===== config.mk =====
export PLATFORM = sky130hd
export DESIGN_NAME = sevenseg_scan_driver_flat
export DESIGN_NICKNAME = d
export VERILOG_FILES = /design/src/rtl/sevenseg_pkg.sv /design/src/rtl/sevenseg_scan_driver_if.sv /design/src/rtl/hex_to_7seg.sv /design/src/rtl/sevenseg_scan_driver.sv /design/src/flat_wrapper.sv
export SDC_FILE = /design/constraint.sdc
export NUM_CORES = 1
export LEC_CHECK = 0
export ABC_AREA = 1
export CAP_MARGIN = 5
export CORE_UTILIZATION = 50
export CTS_BUF_LIST = sky130_fd_sc_hd__clkbuf_4 sky130_fd_sc_hd__clkbuf_8
export CTS_CLUSTER_DIAMETER = 30
export CTS_CLUSTER_SIZE = 24
export DETAILED_ROUTE_END_ITERATION = 10
export PLACE_DENSITY = 0.73
export SETUP_SLACK_MARGIN = 0.3
export SLEW_MARGIN = 10
export SYNTH_ARGS = -nofsm -noshare
export SYNTH_HDL_FRONTEND = slang
export SYNTH_HIERARCHICAL = 1
export SYNTH_SLANG_ARGS = --single-unit

===== constraint.sdc =====
create_clock -name clock -period 3.42 [get_ports clock]
set_clock_uncertainty 0.15 [all_clocks]
set_input_delay 0.684 -clock clock [delete_from_list [all_inputs] [get_ports clock]]
set_output_delay 0.684 -clock clock [all_outputs]
set_load 0.1 [all_outputs]

===== src/rtl/sevenseg_pkg.sv =====
// Shared definitions for the seven-segment scan driver: segment bit
// positions, the 0-F glyph table and the scan FSM state type.
package sevenseg_pkg;

    typedef logic [6:0] seg_t;

    // Bit position of each segment inside a seg_t (a = bit 0 ... g = bit 6).
    localparam int SEG_A = 0;
    localparam int SEG_B = 1;
    localparam int SEG_C = 2;
    localparam int SEG_D = 3;
    localparam int SEG_E = 4;
    localparam int SEG_F = 5;
    localparam int SEG_G = 6;

    localparam seg_t M_A = seg_t'(1 << SEG_A);
    localparam seg_t M_B = seg_t'(1 << SEG_B);
    localparam seg_t M_C = seg_t'(1 << SEG_C);
    localparam seg_t M_D = seg_t'(1 << SEG_D);
    localparam seg_t M_E = seg_t'(1 << SEG_E);
    localparam seg_t M_F = seg_t'(1 << SEG_F);
    localparam seg_t M_G = seg_t'(1 << SEG_G);

    // Standard hex glyphs, logical level (1 = segment lit).
    localparam seg_t GLYPH_TABLE [16] = '{
        M_A | M_B | M_C | M_D | M_E | M_F,        // 0
        M_B | M_C,                                // 1
        M_A | M_B | M_D | M_E | M_G,              // 2
        M_A | M_B | M_C | M_D | M_G,              // 3
        M_B | M_C | M_F | M_G,                    // 4
        M_A | M_C | M_D | M_F | M_G,              // 5
        M_A | M_C | M_D | M_E | M_F | M_G,        // 6
        M_A | M_B | M_C,                          // 7
        M_A | M_B | M_C | M_D | M_E | M_F | M_G,  // 8
        M_A | M_B | M_C | M_D | M_F | M_G,        // 9
        M_A | M_B | M_C | M_E | M_F | M_G,        // A
        M_C | M_D | M_E | M_F | M_G,              // b
        M_A | M_D | M_E | M_F,                    // C
        M_B | M_C | M_D | M_E | M_G,              // d
        M_A | M_D | M_E | M_F | M_G,              // E
        M_A | M_E | M_F | M_G                     // F
    };

    typedef enum logic {
        BLANK = 1'b0,
        SHOW  = 1'b1
    } scan_state_t;

endpackage


===== src/rtl/sevenseg_scan_driver_if.sv =====
// Bundle between the value producer (master) and the scan driver (slave);
// the slave side also carries the display pin outputs.
interface sevenseg_scan_driver_if
    import sevenseg_pkg::*;
#(
    parameter int NUM_DIGITS = 4
);
    logic                    load;
    logic [4*NUM_DIGITS-1:0] value;
    logic [NUM_DIGITS-1:0]   blank_mask;
    seg_t                    seg;
    logic [NUM_DIGITS-1:0]   digit_en;
    logic                    frame_done;

    modport master (
        output load, value, blank_mask,
        input  seg, digit_en, frame_done
    );

    modport slave (
        input  load, value, blank_mask,
        output seg, digit_en, frame_done
    );
endinterface


===== src/rtl/hex_to_7seg.sv =====
// Combinational 4-bit to seven-segment decoder (logical levels).
module hex_to_7seg
    import sevenseg_pkg::*;
(
    input  logic [3:0] nibble_i,
    output seg_t       seg_o
);
    assign seg_o = GLYPH_TABLE[nibble_i];
endmodule


===== src/rtl/sevenseg_scan_driver.sv =====
// Time-multiplexed N-digit seven-segment driver with a blanking guard
// before each digit and frame-boundary double buffering of the value.
// Optional build macro: LEADING_ZERO_BLANK_EN blanks digits above the most
// significant non-zero nibble (digit 0 is always shown).
module sevenseg_scan_driver
    import sevenseg_pkg::*;
#(
    parameter int NUM_DIGITS = 4,
    parameter int SCAN_DIV   = 1000,
    parameter int GUARD      = 2,
    parameter int ACTIVE_LOW = 0
) (
    input  logic                 clock,
    input  logic                 reset,
    sevenseg_scan_driver_if.slave bus
);
    localparam int CNT_MAX = (SCAN_DIV > GUARD) ? SCAN_DIV : GUARD;
    localparam int CNT_W   = $clog2(CNT_MAX + 1);
    localparam int IDX_W   = (NUM_DIGITS > 1) ? $clog2(NUM_DIGITS) : 1;

    localparam logic [CNT_W-1:0] SHOW_LAST  = CNT_W'(SCAN_DIV - 1);
    localparam logic [CNT_W-1:0] GUARD_LAST = (GUARD > 0) ? CNT_W'(GUARD - 1) : '0;
    localparam logic [IDX_W-1:0] IDX_LAST   = IDX_W'(NUM_DIGITS - 1);
    // With no guard the BLANK state is never visited.
    localparam scan_state_t      SLOT_START = (GUARD > 0) ? BLANK : SHOW;
    // Pin-level "off" patterns; XOR with these applies the polarity.
    localparam seg_t                  SEG_OFF = (ACTIVE_LOW != 0) ? 7'h7F : 7'h00;
    localparam logic [NUM_DIGITS-1:0] EN_OFF  = (ACTIVE_LOW != 0) ? '1 : '0;

    scan_state_t             state_q, state_d;
    logic [CNT_W-1:0]        cnt_q, cnt_d;
    logic [IDX_W-1:0]        idx_q, idx_d;
    logic                    wrap_d;
    logic [4*NUM_DIGITS-1:0] active_q, active_d;
    logic [4*NUM_DIGITS-1:0] shadow_q, shadow_d;
    logic                    pending_q, pending_d;
    seg_t                    seg_q, seg_d;
    logic [NUM_DIGITS-1:0]   digit_en_q, digit_en_d;
    logic                    frame_done_q;

    logic [3:0]              nib [NUM_DIGITS];
    logic [3:0]              nib_sel;
    seg_t                    glyph;
    logic [NUM_DIGITS-1:0]   blank_vec;

    // Slot timing: guard count, then lit count, then advance digit index.
    always_comb begin
        state_d = state_q;
        cnt_d   = cnt_q;
        idx_d   = idx_q;
        wrap_d  = 1'b0;
        case (state_q)
            BLANK: begin
                if (cnt_q == GUARD_LAST) begin
                    state_d = SHOW;
                    cnt_d   = '0;
                end else begin
                    cnt_d = cnt_q + 1'b1;
                end
            end
            SHOW: begin
                if (cnt_q == SHOW_LAST) begin
                    state_d = SLOT_START;
                    cnt_d   = '0;
                    if (idx_q == IDX_LAST) begin
                        idx_d  = '0;
                        wrap_d = 1'b1;
                    end else begin
                        idx_d = idx_q + 1'b1;
                    end
                end else begin
                    cnt_d = cnt_q + 1'b1;
                end
            end
            default: state_d = SLOT_START;
        endcase
    end

    // Double buffer: active picks up the old shadow at a wrap, before any
    // load on that same edge refills the shadow and re-arms pending.
    always_comb begin
        active_d  = active_q;
        shadow_d  = shadow_q;
        pending_d = pending_q;
        if (wrap_d && pending_q) begin
            active_d  = shadow_q;
            pending_d = 1'b0;
        end
        if (bus.load) begin
            shadow_d  = bus.value;
            pending_d = 1'b1;
        end
    end

    // Split the next active value into nibbles for the shared decoder.
    genvar gi;
    generate
        for (gi = 0; gi < NUM_DIGITS; gi++) begin : g_nib
            assign nib[gi] = active_d[4*gi +: 4];
        end
    endgenerate

`ifdef LEADING_ZERO_BLANK_EN
    // Digit i (i>0) is a leading zero when every nibble from i upward is 0.
    logic [NUM_DIGITS-1:0] lz_blank;
    assign lz_blank[0] = 1'b0;
    generate
        for (gi = 1; gi < NUM_DIGITS; gi++) begin : g_lz
            assign lz_blank[gi] = (active_d[4*NUM_DIGITS-1:4*gi] == '0);
        end
    endgenerate
    assign blank_vec = bus.blank_mask | lz_blank;
`else
    assign blank_vec = bus.blank_mask;
`endif

    assign nib_sel = nib[idx_d];

    hex_to_7seg u_dec (
        .nibble_i (nib_sel),
        .seg_o    (glyph)
    );

    // Pin values for the next cycle, computed from the next state so the
    // registered outputs change on the same edge as state/idx.
    always_comb begin
        seg_d      = SEG_OFF;
        digit_en_d = EN_OFF;
        if (state_d == SHOW) begin
            digit_en_d = (NUM_DIGITS'(1) << idx_d) ^ EN_OFF;
            if (!blank_vec[idx_d]) begin
                seg_d = glyph ^ SEG_OFF;
            end
        end
    end

    // State, buffers and registered pin outputs.
    always_ff @(posedge clock) begin
        if (reset) begin
            state_q      <= SLOT_START;
            cnt_q        <= '0;
            idx_q        <= '0;
            active_q     <= '0;
            shadow_q     <= '0;
            pending_q    <= 1'b0;
            seg_q        <= SEG_OFF;
            digit_en_q   <= EN_OFF;
            frame_done_q <= 1'b0;
        end else begin
            state_q      <= state_d;
            cnt_q        <= cnt_d;
            idx_q        <= idx_d;
            active_q     <= active_d;
            shadow_q     <= shadow_d;
            pending_q    <= pending_d;
            seg_q        <= seg_d;
            digit_en_q   <= digit_en_d;
            frame_done_q <= wrap_d;
        end
    end

    assign bus.seg        = seg_q;
    assign bus.digit_en   = digit_en_q;
    assign bus.frame_done = frame_done_q;

endmodule


===== src/flat_wrapper.sv =====
// flat-port wrapper written by rule: the top's interface ports become plain ports
module sevenseg_scan_driver_flat import sevenseg_pkg::*;
#(
    parameter int NUM_DIGITS = 4,
    parameter int SCAN_DIV   = 1000,
    parameter int GUARD      = 2,
    parameter int ACTIVE_LOW = 0
)
  (clock, reset, bus_load, bus_value, bus_blank_mask, bus_seg, bus_digit_en, bus_frame_done);
  sevenseg_scan_driver_if #(.NUM_DIGITS(NUM_DIGITS)) bus_i ();
  input  logic clock;
  input  logic reset;
  input wire logic [$bits(bus_i.load)-1:0] bus_load;
  input wire logic [$bits(bus_i.value)-1:0] bus_value;
  input wire logic [$bits(bus_i.blank_mask)-1:0] bus_blank_mask;
  output wire logic [$bits(bus_i.seg)-1:0] bus_seg;
  output wire logic [$bits(bus_i.digit_en)-1:0] bus_digit_en;
  output wire logic [$bits(bus_i.frame_done)-1:0] bus_frame_done;
  assign bus_i.load = bus_load;
  assign bus_i.value = bus_value;
  assign bus_i.blank_mask = bus_blank_mask;
  assign bus_seg = bus_i.seg;
  assign bus_digit_en = bus_i.digit_en;
  assign bus_frame_done = bus_i.frame_done;
  sevenseg_scan_driver #(.NUM_DIGITS(NUM_DIGITS), .SCAN_DIV(SCAN_DIV), .GUARD(GUARD), .ACTIVE_LOW(ACTIVE_LOW)) u_core (.clock(clock), .reset(reset), .bus(bus_i));
endmodule

==> impl_metrics.json <==
{
  "outcome": "finished clean",
  "grt_first_pass_wirelength_mm": 9.55,
  "cts_tree": "built",
  "die_area_um2": 5630,
  "cp_common_cell": "nand2_1",
  "synthCells": 361,
  "hold_path.class": "reg -> reg",
  "internal-power_mw": 1.10,
  "cp_top_family": "simple AND/OR/NAND/NOR gates",
  "antenna_found_initial": 0,
  "seq_area_frac_synth_pct": 43.5,
  "numCtsBuffers": 9,
  "syn2layout_area_growth_pct": 23.0,
  "coreArea_um2": 5110,
  "insertedDiodeCount": 0,
  "crit_type": "reg -> reg",
  "drc_errors": 0,
  "vias_per_cell": 5.04,
  "rows": 26,
  "clock_sinks": 58,
  "boundaryPins": 35,
  "switchingPower_mw": 0.397,
  "syn_nets": 394,
  "path_max_fanout": 9,
  "final-setup-viol-count": 0,
  "rsz0062_at_grt": "no",
  "die_height_um": 75.0,
  "place_inst": 455,
  "grt_util_all_layers_pct": 22.7,
  "critPathMaxStageDelay_ps": 380,
  "end_kind": "flop",
  "port_buffers": 34,
  "slew_viol_final": 0,
  "drt_iter0_markers": 163,
  "crit_slowest_cell": "dfxtp_1",
  "syn_area_um2": 2670,
  "drtAntennaViolNets": 0,
  "yosys_warnings": 6,
  "grt_max_degree": 23,
  "max_freq_mhz": 348,
  "globalplace.congestion": 0.844,
  "power.total_mw": 1.50,
  "netSwitchingFraction_pct": 26.5,
  "ys_ff_latch": 58,
  "clk_pin_slew_ps": 60,
  "cts_buffer_depth": 2,
  "cellPowerDensity_nw_per_um2": 456,
  "yosysUniqueCellTypes": 32,
  "start_kind": "flop",
  "critPathArrivalTime_ps": 2950,
  "chipWidth_um": 75.0,
  "combPwrFrac_pct": 11.9,
  "peakVddDrop_mv": 0.352,
  "synth_area_per_cell_um2": 7.39,
  "fin_crit_sh_pct": 84.0,
  "drtPass1Iterations": 4,
  "gr-total-overflow": 0,
  "grt_pass1_vias": 2203,
  "leakage_nw": 1.47,
  "path_cells": "ha_1, nand2_2, nor2_4, nand2_4, nor2_8, nand3_4, buf_12, nand2_1, nand3_1, nand3_1, nand2_1, inv_1, ha_1, nand2_2, o21ai_1, nand2_1, nand2_1, inv_1, nor2_2",
  "ys_top_cells_by_area": "dfxtp_1 (44%), nand2_1 (11%), nand3_1 (8.6%), nor2_1 (7.2%), ha_1 (4.7%)",
  "synth.largest_area_cell": "dfxtp_1",
  "start_util_pct": 52.2,
  "finalSetupTns_ps": 0,
  "wl_per_cell_um": 11.9,
  "dpl.hpwl_mm": 3.81,
  "cts_root_buf": "clkbuf_8",
  "slew_headroom_pct": 62.3,
  "hold_viol_final": 0,
  "pwr-share-clk_pct": 39.4,
  "critPathBufInv": 3,
  "tightest_slew_ps": 564,
  "wl_mm": 5.67,
  "final_cells": 478,
  "insertion_delay_ps": 330,
  "vias": 2408,
  "fin_nets": 436,
  "synthDominantCellAreaShare_pct": 43.5,
  "power_frac_seq_pct": 48.6,
  "h-tree-depth": 3,
  "period_minus_slack_ps": 2870,
  "required_ps": 3500,
  "drive_above_1_share_pct": 15.4,
  "maxCapViolations": 0,
  "cts_hold_buffers": 0
}
[per-layer routing]
metal / GRT usage (%) / vias up / wire length, um
met5: 0 / - / 0
met1: 28.2 / 1088 / 2610
met4: 11.3 / 0 / 112
li1: - / 1251 / -
met2: 37.9 / 59 / 2730
met3: 4.02 / 10 / 217
[cell families after synthesis]
logic type / synth area share, %
AO/OA/AOI/OAI: 8.49
XOR/XNOR: 0.329
adder cells (fa/ha/maj): 4.69
buffers and inverters: 7.56
flip-flops: 43.5
AND/OR/NAND/NOR: 35.4
[sequential cells by signal, summed over array words and instances, names as in the netlist]
name and flops:
u_core/active_q 16, u_core/shadow_q 16, u_core/cnt_q 10, u_core/bus.seg 7, u_core/bus.digit_en 4, u_core/idx_q 2
u_core/bus.frame_done 1, u_core/pending_q 1, u_core/state_q 1
[cells in the mapped netlist, drive strengths merged]
master	count
nand2	86
dfxtp	58
nor2	58
nand3	49
inv	33
o21ai	22
a21oi	21
ha	10
clkbuf	7
buf	5
nor3	5
nor3b	2
and2	1
clkinv	1
nand4	1
nor4	1
xnor2	1
[layout by cell type, fill, tap and decap left out, types with 2 or more instances in the layout]
cell type / count
clkbuf_4: 2
nor3_1: 4
nor2_4: 2
buf_4: 19
dfxtp_1: 58
nand2_4: 2
nand2_2: 5
o21ai_0: 20
clkbuf_8: 12
inv_2: 5
ha_1: 10
clkinv_2: 2
clkdlybuf4s50_1: 22
nand2_1: 79
inv_1: 26
nor2_2: 5
nand3_4: 3
a21oi_1: 21
nor3b_1: 2
nand3_1: 46
nor2_1: 51
[path summary, 6_finish.rpt]
| kind | start | end | slack, ps | cells after the start |
|---|---|---|---|---|
| min reg2reg | u_core/active_q[12] | u_core/active_q[12] | 320 | 2 |
| max reg2reg | u_core/cnt_q[0] | u_core/bus.seg[3] | 550 | 19 |
| max | u_core/cnt_q[0] | u_core/bus.seg[3] | 550 | 19 |
| min | u_core/active_q[12] | u_core/active_q[12] | 320 | 2 |
[worst reg2reg max path: cells and delay by family, from the launching register on]
kind / cells / cell delay, ps
AND/OR/NAND/NOR: 13 / 1290
AO/OA/AOI/OAI: 1 / 70
flip-flops: 1 / 380
buffers and inverters: 3 / 420
adder cells (fa/ha/maj): 2 / 460
[what timing repair did]
| action | in CTS | in global routing |
|---|---|---|
| gates resized for setup | 0 | 2 |
| endpoints found under the setup margin | 0 | 7 |
| buffers inserted | 0 | 6 |
[metrics by stage]
step | area, um2 | hold slack, ps | setup WS, ps | utilization, %
floorplan | 2670 | 283 | 891 | -
CTS | 3200 | 324 | 402 | 62.7
global route | 3280 | 336 | 302 | 64.2
global placement | 3010 | 299 | 571 | 59.0
finish | 3280 | 321 | 548 | 64.2
detailed placement | 3010 | 309 | 422 | 59.0
[power by group through the flow]
| stage | Sequential (mW) | Clock, mW | Combinational [mW] |
|---|---|---|---|
| after detailed placement | 0.742 | 0 | 0.178 |
| after floorplan | 0.803 | 0 | 0.0583 |
| after global placement | 0.742 | 0 | 0.176 |
| after CTS | 0.728 | 0.599 | 0.179 |
| final | 0.728 | 0.590 | 0.179 |
| after global routing | 0.733 | 0.628 | 0.195 |
[cell type report]
type	count	area [um2]
clock inverter	2	10.0
tap	70	87.6
timing repair buffer	42	383
multi-input combinational	258	1320
fill	468	1830
inverter	34	135
sequential	58	1160
clock buffer	14	180
(Power assumes the default switching activity.)
